File: src/rtl/clk_ctrl_pkg.sv
// Shared constants, FSM encoding and request legality check for the
// clock-enable controller.
package clk_ctrl_pkg;

    localparam int NCH    = 3;
    localparam int CNT_W  = 27;

    localparam int CH_PIX = 0;
    localparam int CH_KHZ = 1;
    localparam int CH_HZ  = 2;

    typedef enum logic {
        IDLE = 1'b0,
        WAIT = 1'b1
    } cfg_state_e;

    function automatic logic cfg_legal(input logic [1:0] sel, input logic [CNT_W-1:0] div);
        return (sel <= 2'(NCH - 1)) && (div != '0);
    endfunction

endpackage

File: src/rtl/tick_channel.sv
// One enable channel: wrapping counter against a loadable divisor, registered
// tick pulse and a square wave that toggles after each tick.
module tick_channel
    import clk_ctrl_pkg::*;
#(
    parameter logic [CNT_W-1:0] RST_DIV = CNT_W'(4)
) (
    input  logic             clk_i,
    input  logic             clr_n_i,
    input  logic             run_i,
    input  logic             sync_clr_i,
    input  logic             load_i,
    input  logic [CNT_W-1:0] load_div_i,
    output logic             wrap_o,
    output logic             tick_o,
    output logic             sq_o
);

    logic [CNT_W-1:0] cnt_q, cnt_d;
    logic [CNT_W-1:0] div_q, div_d;
    logic             tick_q, tick_d;
    logic             sq_q, sq_d;

    // Last cycle of the current period; the top uses it to time divisor swaps.
    assign wrap_o = run_i && (cnt_q == div_q - CNT_W'(1));

    always_comb begin
        cnt_d  = cnt_q;
        div_d  = div_q;
        tick_d = 1'b0;
        sq_d   = sq_q;
        if (sync_clr_i) begin
            cnt_d = '0;
            sq_d  = 1'b0;
            if (load_i) begin
                div_d = load_div_i;
            end
        end else begin
            if (tick_q) begin
                sq_d = ~sq_q;
            end
            if (run_i) begin
                if (wrap_o) begin
                    cnt_d  = '0;
                    tick_d = 1'b1;
                end else begin
                    cnt_d = cnt_q + CNT_W'(1);
                end
            end
            // A load only arrives on the wrap cycle, so the old period has completed.
            if (load_i) begin
                div_d = load_div_i;
                cnt_d = '0;
            end
        end
    end

    always_ff @(posedge clk_i or negedge clr_n_i) begin
        if (!clr_n_i) begin
            cnt_q  <= '0;
            div_q  <= RST_DIV;
            tick_q <= 1'b0;
            sq_q   <= 1'b0;
        end else begin
            cnt_q  <= cnt_d;
            div_q  <= div_d;
            tick_q <= tick_d;
            sq_q   <= sq_d;
        end
    end

    assign tick_o = tick_q;
    assign sq_o   = sq_q;

endmodule

File: src/rtl/clk_enable_ctrl.sv
// Three-channel clock-enable generator with a handshake for retiming one
// channel's divisor at its next period boundary.
module clk_enable_ctrl
    import clk_ctrl_pkg::*;
#(
    parameter int unsigned DIV0 = 4,
    parameter int unsigned DIV1 = 100000,
    parameter int unsigned DIV2 = 100000000
) (
    input  logic             clk,
    input  logic             clr_n,
    input  logic             run,
    input  logic             sync_clr,
    input  logic             cfg_valid,
    input  logic [1:0]       cfg_sel,
    input  logic [CNT_W-1:0] cfg_div,
    output logic             cfg_ready,
    output logic             cfg_done,
    output logic             cfg_err,
    output logic [NCH-1:0]   tick,
    output logic [NCH-1:0]   sq
);

    function automatic logic [CNT_W-1:0] rst_div(input int ch);
        case (ch)
            CH_PIX:  return CNT_W'(DIV0);
            CH_KHZ:  return CNT_W'(DIV1);
            CH_HZ:   return CNT_W'(DIV2);
            default: return CNT_W'(DIV0);
        endcase
    endfunction

    cfg_state_e       state_q, state_d;
    logic [1:0]       pend_sel_q, pend_sel_d;
    logic [CNT_W-1:0] pend_div_q, pend_div_d;
    logic             done_q, done_d;
    logic             err_q, err_d;
    logic [NCH-1:0]   wrap;
    logic [NCH-1:0]   load;

    always_comb begin
        state_d    = state_q;
        pend_sel_d = pend_sel_q;
        pend_div_d = pend_div_q;
        done_d     = 1'b0;
        err_d      = 1'b0;
        load       = '0;
        case (state_q)
            IDLE: begin
                if (cfg_valid) begin
                    if (cfg_legal(cfg_sel, cfg_div)) begin
                        pend_sel_d = cfg_sel;
                        pend_div_d = cfg_div;
                        state_d    = WAIT;
                    end else begin
                        err_d = 1'b1;
                    end
                end
            end
            WAIT: begin
                // sync_clr forces the swap now; otherwise wait for the period boundary.
                for (int i = 0; i < NCH; i++) begin
                    if (pend_sel_q == 2'(i) && (sync_clr || wrap[i])) begin
                        load[i] = 1'b1;
                        done_d  = 1'b1;
                        state_d = IDLE;
                    end
                end
            end
            default: state_d = IDLE;
        endcase
    end

    always_ff @(posedge clk or negedge clr_n) begin
        if (!clr_n) begin
            state_q    <= IDLE;
            pend_sel_q <= '0;
            pend_div_q <= '0;
            done_q     <= 1'b0;
            err_q      <= 1'b0;
        end else begin
            state_q    <= state_d;
            pend_sel_q <= pend_sel_d;
            pend_div_q <= pend_div_d;
            done_q     <= done_d;
            err_q      <= err_d;
        end
    end

    assign cfg_ready = (state_q == IDLE);
    assign cfg_done  = done_q;
    assign cfg_err   = err_q;

    for (genvar g = 0; g < NCH; g++) begin : g_ch
        tick_channel #(
            .RST_DIV(rst_div(g))
        ) u_ch (
            .clk_i      (clk),
            .clr_n_i    (clr_n),
            .run_i      (run),
            .sync_clr_i (sync_clr),
            .load_i     (load[g]),
            .load_div_i (pend_div_q),
            .wrap_o     (wrap[g]),
            .tick_o     (tick[g]),
            .sq_o       (sq[g])
        );
    end

endmodule

File: config.mk
export PLATFORM = sky130hd
export DESIGN_NAME = clk_enable_ctrl
export DESIGN_NICKNAME = d
export VERILOG_FILES = /design/src/rtl/clk_ctrl_pkg.sv /design/src/rtl/tick_channel.sv /design/src/rtl/clk_enable_ctrl.sv
export SDC_FILE = /design/constraint.sdc
export NUM_CORES = 1
export LEC_CHECK = 0
export BUFFER_PORTS_ARGS = -buffer_cell sky130_fd_sc_hd__buf_2
export CORE_UTILIZATION = 40
export CTS_BUF_LIST = sky130_fd_sc_hd__clkbuf_8
export CTS_CLUSTER_SIZE = 14
export DETAILED_ROUTE_END_ITERATION = 8
export SYNTH_ARGS = -nofsm -noshare
export SYNTH_HDL_FRONTEND = slang
export SYNTH_HIERARCHICAL = 1
export SYNTH_SLANG_ARGS = --single-unit
File: constraint.sdc
create_clock -name clk -period 7 [get_ports clk]
set_clock_uncertainty 0.2 [all_clocks]
set_input_delay 0.35 -clock clk [delete_from_list [all_inputs] [get_ports clk]]
set_output_delay 0.35 -clock clk [all_outputs]
set_load 0.01 [all_outputs]
=== Word level (Yosys, flattened, before mapping) ===
Index checks and enable logic that the tools add are counted.

* Register bits after elaboration: 200
* Word-level logic and storage cells: 95
* Output and inout bits: 9
* Input bits: 34

* Muxes and demuxes: 43
* Reduce and logical (&&, ||, !) cells: 19
* Bitwise gates (word level): 4
* $lt $le $gt $ge: 1
* Add/subtract/negate cells: 6
* Equal/unequal tests: 5

{| class="wikitable"
|+ Operators by type and width
! kind !! number
|-
| $mux W27 || 12
|-
| $add A27 B1 Y27 const B || 3
|-
| $eq A27 B27 Y1 || 3
|-
| $sub A27 B1 Y27 const B || 3
|-
| $mux W1 || 29
|-
| $reduce_bool A27 Y1 || 1
|-
| $reduce_bool A3 Y1 || 3
|-
| $logic_and A1 B1 Y1 || 7
|-
| $reduce_bool A2 Y1 || 3
|-
| $not A1 Y1 || 4
|-
| $logic_or A1 B1 Y1 || 3
|-
| $mux W3 || 1
|-
| $reduce_and A3 Y1 || 1
|-
| $eq A2 B1 Y1 const B || 1
|-
| $eq A2 B2 Y1 const B || 1
|-
| $le A2 B2 Y1 const B || 1
|-
| $logic_not A2 Y1 || 1
|-
| $pmux W1 S2 || 1
|}

=== Longest topological paths before layout ===
* Depth in word-level cells: 9
* Depth in mapped cells: 16
* Mapped depth without buffers: 13

=== Modules after synthesis ===
Netlist, hierarchy kept.

{| class="wikitable"
|+ Modules (own cells, without submodules)
! module !! cells an instance !! instances !! seq. area each (µm²) !! area each (µm²)
|-
| tick_channel at g_ch[1].u_ch || 372 || 1 || 1408.9 || 3590.9
|-
| tick_channel at g_ch[0].u_ch || 372 || 1 || 1402.6 || 3584.7
|-
| tick_channel at g_ch[2].u_ch || 357 || 1 || 1416.4 || 3548.4
|-
| clk_enable_ctrl || 97 || 1 || 800.8 || 1437.6
|}

=== Worst setup path after synthesis ===
No wires, ideal clock.

* Path kind: flip-flop to flip-flop
* Start: register g_ch[1].u_ch.div_q[0]
* End: register g_ch[1].u_ch.div_q[20]
* Data arrival time: 4.035 ns
* Setup time: 0.125 ns
* Path slack: 2.640 ns
* Stages on the path, launching flop included: 15
* Data required time: 6.675 ns
* Path buffers: 3
* Period minus slack after synthesis: 4.360 ns
* Path through: dfrtp_1 > inv_1 > ha_1 > nor4b_2 > and3_1 > clkbuf_1 > and2_1 > mux2_2 > o211a_1 > nor4_4 > nor2_1 > nor4b_1 > clkbuf_1 > clkbuf_1 > mux2_2

* Cells in the longest elaborated chain, start to end: 7

{| class="wikitable"
|+ Ends and longest elaborated chain
! what !! line !! text
|-
| start: declaration || tick_channel.sv:20 || <nowiki>logic [CNT_W-1:0] div_q, div_d;</nowiki>
|-
| start signal: assignment || tick_channel.sv:66 || <nowiki>div_q <= div_d;</nowiki>
|-
| $sub A27 B1 Y27 || tick_channel.sv:25 || <nowiki>assign wrap_o = run_i && (cnt_q == div_q - CNT_W'(1));</nowiki>
|-
| $eq A27 B27 Y1 || tick_channel.sv:25 ||
|-
| $logic_and A1 B1 Y1 || tick_channel.sv:25 ||
|-
| named net wrap[1] || clk_enable_ctrl.sv:38 || <nowiki>logic [NCH-1:0] wrap;</nowiki>
|-
| $logic_or A1 B1 Y1 || clk_enable_ctrl.sv:63 || <nowiki>if (pend_sel_q == 2'(i) && (sync_clr || wrap[i])) begin</nowiki>
|-
| $logic_and A1 B1 Y1 || clk_enable_ctrl.sv:63 ||
|-
| $mux W1 || clk_enable_ctrl.sv:63 ||
|-
| $mux W3 || clk_enable_ctrl.sv:48 || <nowiki>case (state_q)</nowiki>
|-
| named net load[1] || clk_enable_ctrl.sv:39 || <nowiki>logic [NCH-1:0] load;</nowiki>
|}

The timed path passes the listed nets, and every way through them passes these cells.
A chain may end at the register's enable or synchronous reset.

=== Worst setup path in the final report ===
* Start: register g_ch[1].u_ch.div_q[0]
* End: register g_ch[1].u_ch.cnt_q[23]

* Cells in the longest elaborated chain, start to end: 9
* Elaborated cells between the ends (all ways): 12

{| class="wikitable"
|+ Ends and longest elaborated chain
! what !! line !! text
|-
| $sub A27 B1 Y27 * || tick_channel.sv:25 ||
|-
| $eq A27 B27 Y1 * || tick_channel.sv:25 ||
|-
| $logic_and A1 B1 Y1 * || tick_channel.sv:25 ||
|-
| named net wrap[1] || clk_enable_ctrl.sv:38 ||
|-
| $logic_or A1 B1 Y1 * || clk_enable_ctrl.sv:63 ||
|-
| $logic_and A1 B1 Y1 * || clk_enable_ctrl.sv:63 ||
|-
| $mux W1 * || clk_enable_ctrl.sv:63 ||
|-
| $mux W3 * || clk_enable_ctrl.sv:48 ||
|-
| named net load[1] || clk_enable_ctrl.sv:39 ||
|-
| $mux W27 || tick_channel.sv:51 || <nowiki>if (load_i) begin</nowiki>
|-
| $mux W27 || tick_channel.sv:32 || <nowiki>if (sync_clr_i) begin</nowiki>
|-
| end signal: assignment || tick_channel.sv:65 || <nowiki>cnt_q <= cnt_d;</nowiki>
|-
| end: declaration || tick_channel.sv:19 || <nowiki>logic [CNT_W-1:0] cnt_q, cnt_d;</nowiki>
|}

The timed path passes the listed nets; every way through them passes the cells marked *. The select of a mux whose other input is x is not followed.

==> results.toml <==
[outcome]
status = "complete, no violations"

[yosys]
synth_area_leaders = "dfrtp_1 (37%), mux2_2 (7.6%), xnor2_1 (5.8%)"
synth_seq_cells = 200
netlist_instances = 1198
async_flop_share_pct = 100
synth_common_cells = "dfrtp_1 (181), nor2_1 (124), mux2_2 (82), xnor2_1 (81), xor2_1 (73)"
syn-num-nets = 1238
netlist_area_mm2 = 0.0122
synth_most_common_cell = "dfrtp_1"
synth_top_cell_area_share_pct = 37.2
synth-edff-count = 0
synth-main-ff-cell = "dfrtp_1"
yosysWarningCount = 6
yosysTopAreaCell = "dfrtp_1"
ys_types = 83
syn_avg_cell_area_um2 = 10.2
synth-seq-area-share_pct = 41.3

[critical_path]
crit_path_max_fanout = 30
cpMostUsedCell = "nor2_1"
slowest_stage = "nor4_4"
worstPathRequired_ns = 7.16
endpoint_kind = "flop"
slowest_delay_ns = 0.73
crit_arrival_ns = 5.35
path_class = "flop to flop"
worst_setup_path_start_kind = "flop"
crit_chain = "inv_1 -> ha_1 -> nor3b_1 -> a21oi_1 -> a2111o_1 -> a2111oi_2 -> nand4_1 -> nor4_4 -> nor2_1 -> nor4b_2 -> buf_4 -> nor2_1 -> or2b_2 -> nor2_1"

[floorplanning]
die_h_um = 176
core_area_mm2 = 0.0298
rows = 63
initial_core_util_pct = 40.8
die_area_mm2 = 0.0311
dieWidth_um = 176
ios = 43

[timing]
setup-tns-final_ns = 0
max_slew_margin_pct = 26.3
fin_crit_ns = 5.19
tightest_slew_ns = 1.10
fmax_mhz = 193
final_max_slew_viol_count = 0
period_share_pct = 74.1
rsz0062_at_grt = "no"
finalSetupViolations = 0
hold_violations = 0

[grt]
grt_overflow = 0
antenna_found_initial = 0
grt_max_degree = 87
grt_pass1_wl_um = 52100
grt_pass1_vias = 9110
grt_usage_pct = 21.9

[clock_network]
clock_path_buffers = 2
cts_hold_buf = 33
cts_buffers = 17
cts_tree = "yes"
clk_pin_slew_ns = 0.11
clock_latency_ns = 0.50
cts_root_buf = "clkbuf_8"
cts_sinks = 200
htree_levels = 4
cts-resized-gates = 0
cts_setup_buffers = 0

[flow_run]
drv_cap = 0

[pwr]
p_leak_nw = 5.38
p_per_area_mw_per_mm2 = 341
power.share.switching_pct = 42.1
combPwrFrac_pct = 35.6
switchingPower_mw = 1.92
pwr-share-clk_pct = 16.5
pwr-share-seq_pct = 47.9
peakVddDrop_mv = 0.145
intPower_mw = 2.64

[layout]
fill_cells = 2856
syn_to_final_growth_pct = 10.2
fin_util_pct = 45.0
final_nets = 1290
n_antenna_cell = 0
multi_input_area_mm2 = 0.00679
drive_gt1_share_pct = 20.4
seq_area_mm2 = 0.00503

[routing]
num_vias = 9326
postRouteAntennaNets = 0
routed_wl_um = 32400
wl_per_cell_um = 19.6
drc = 0
drt_iter0_drc = 521
vias_per_cell = 5.64
firstDrtPassIters = 5

[place]
dpl.hpwl_um = 23900
port_buffers = 42
gp_congestion = 0.901

[worst_hold_path]
hold_class = "input port to flop"
[cell usage in the layout (no fill, tap or decap), types with 6 or more instances in the layout]
cell type and count:
nand2_1 72, ha_1 6, o22ai_1 6, a211oi_1 10, o211ai_1 11, o21a_1 8, nor4_1 23, nand4_1 28
nor2_1 124, nand4b_1 6, nor2_2 11, mux2_2 82, buf_4 10, and3b_1 9, and3_1 29, nand2b_1 13
dfrtp_1 181, a31oi_1 14, nand3b_1 14, or4_1 6, mux2_4 18, inv_1 15, dlygate4sd3_1 33, nor3_1 24
nor2b_1 23, nand3_1 60, nor4_4 6, xor2_1 73, nor3b_1 9, and4_1 15, dfstp_2 19, a21oi_1 26
clkbuf_8 18, o21ai_0 18, xnor2_1 81, buf_2 41
[power groups by stage]
stage	Sequential, mW	Clock, mW	Combinational (mW)
2_1_floorplan	1.88	0	1.38
3_3_place_gp	2.19	0	1.58
3_5_place_dp	2.20	0	1.59
4_1_cts	2.18	0.786	1.62
5_1_grt	2.25	0.834	1.79
6_report	2.19	0.754	1.62
[layout make-up]
cell class,instances,area share [%]
multi-input combinational,931,50.7
tap,390,3.64
sequential,200,37.5
clock buffer,17,1.75
inverter,15,0.420
clock inverter,15,1.31
timing repair buffer,85,4.66
[worst paths after layout]
check,cells past startpoint,slack (ns),endpoint,from
worst max-delay path,14,1.81,g_ch[1].u_ch/cnt_q[23]$_DFFE_PN0P_,g_ch[1].u_ch/div_q[0]$_DFFE_PN0P_
worst min-delay path,2,0.06,g_ch[2].u_ch/sq_o$_DFFE_PN0P_,sync_clr
worst max register to register,14,1.81,g_ch[1].u_ch/cnt_q[23]$_DFFE_PN0P_,g_ch[1].u_ch/div_q[0]$_DFFE_PN0P_
worst min register to register,1,0.34,state_q$_DFF_PN0_,state_q$_DFF_PN0_
max in group asynchronous,3,4.93,cfg_err$_DFF_PN0_,clr_n
min in group asynchronous,2,0.27,g_ch[0].u_ch/cnt_q[3]$_DFFE_PN0P_,clr_n
[logic make-up after synthesis]
| family | Yosys count | share of synthesized area [%] |
|---|---|---|
| xor gates and xnor gates | 156 | 11.5 |
| muxes | 103 | 10.1 |
| and+or+nand+nor | 520 | 24.7 |
| adders and majority gates | 6 | 0.617 |
| buffers and inverters | 67 | 2.95 |
| AOI/OAI and AO/OA | 146 | 8.84 |
| DFF | 200 | 41.3 |
[critical path: cells and delay by family (launching register included)]
| kind | cells | cell delay, ns |
|---|---|---|
| and+or+nand+nor | 8 | 2.77 |
| adders and majority gates | 1 | 0.27 |
| AOI/OAI and AO/OA | 3 | 0.85 |
| buffers and inverters | 2 | 0.50 |
| DFF | 1 | 0.47 |
[registers in the layout, indices dropped and copies added (netlist names)]
name	cells
pend_sel_q	2
g_ch.u_ch/div_q	81
g_ch.u_ch/cnt_q	81
state_q	1
pend_div_q	27
cfg_done	1
g_ch.u_ch/tick_o	3
cfg_err	1
g_ch.u_ch/sq_o	3
[through the flow]
stage               cells  hold slack (ns)  setup WS, ns  power [mW]  cell area, µm²
global placement     1588            0.266          1.90        3.77           12700
finish               1653           0.0592          1.81        4.57           13400
CTS                  1653           0.0139          1.85        4.59           13400
detailed placement   1588            0.258          1.90        3.79           12700
floorplan            1198           -0.146          2.64        3.26           12200
global route         1653           0.0252          1.37        4.86           13400
[per-layer routing]
metal | up-vias | GRT usage (%) | part of all wire, %
li1 | 4440 | - | -
met1 | 4623 | 30.6 | 47
met2 | 226 | 34.3 | 46
met3 | 37 | 3.17 | 3.7
met4 | 0 | 8.05 | 2.7
met5 | - | 0 | 0
No activity file was read; power rests on OpenSTA's default activity.
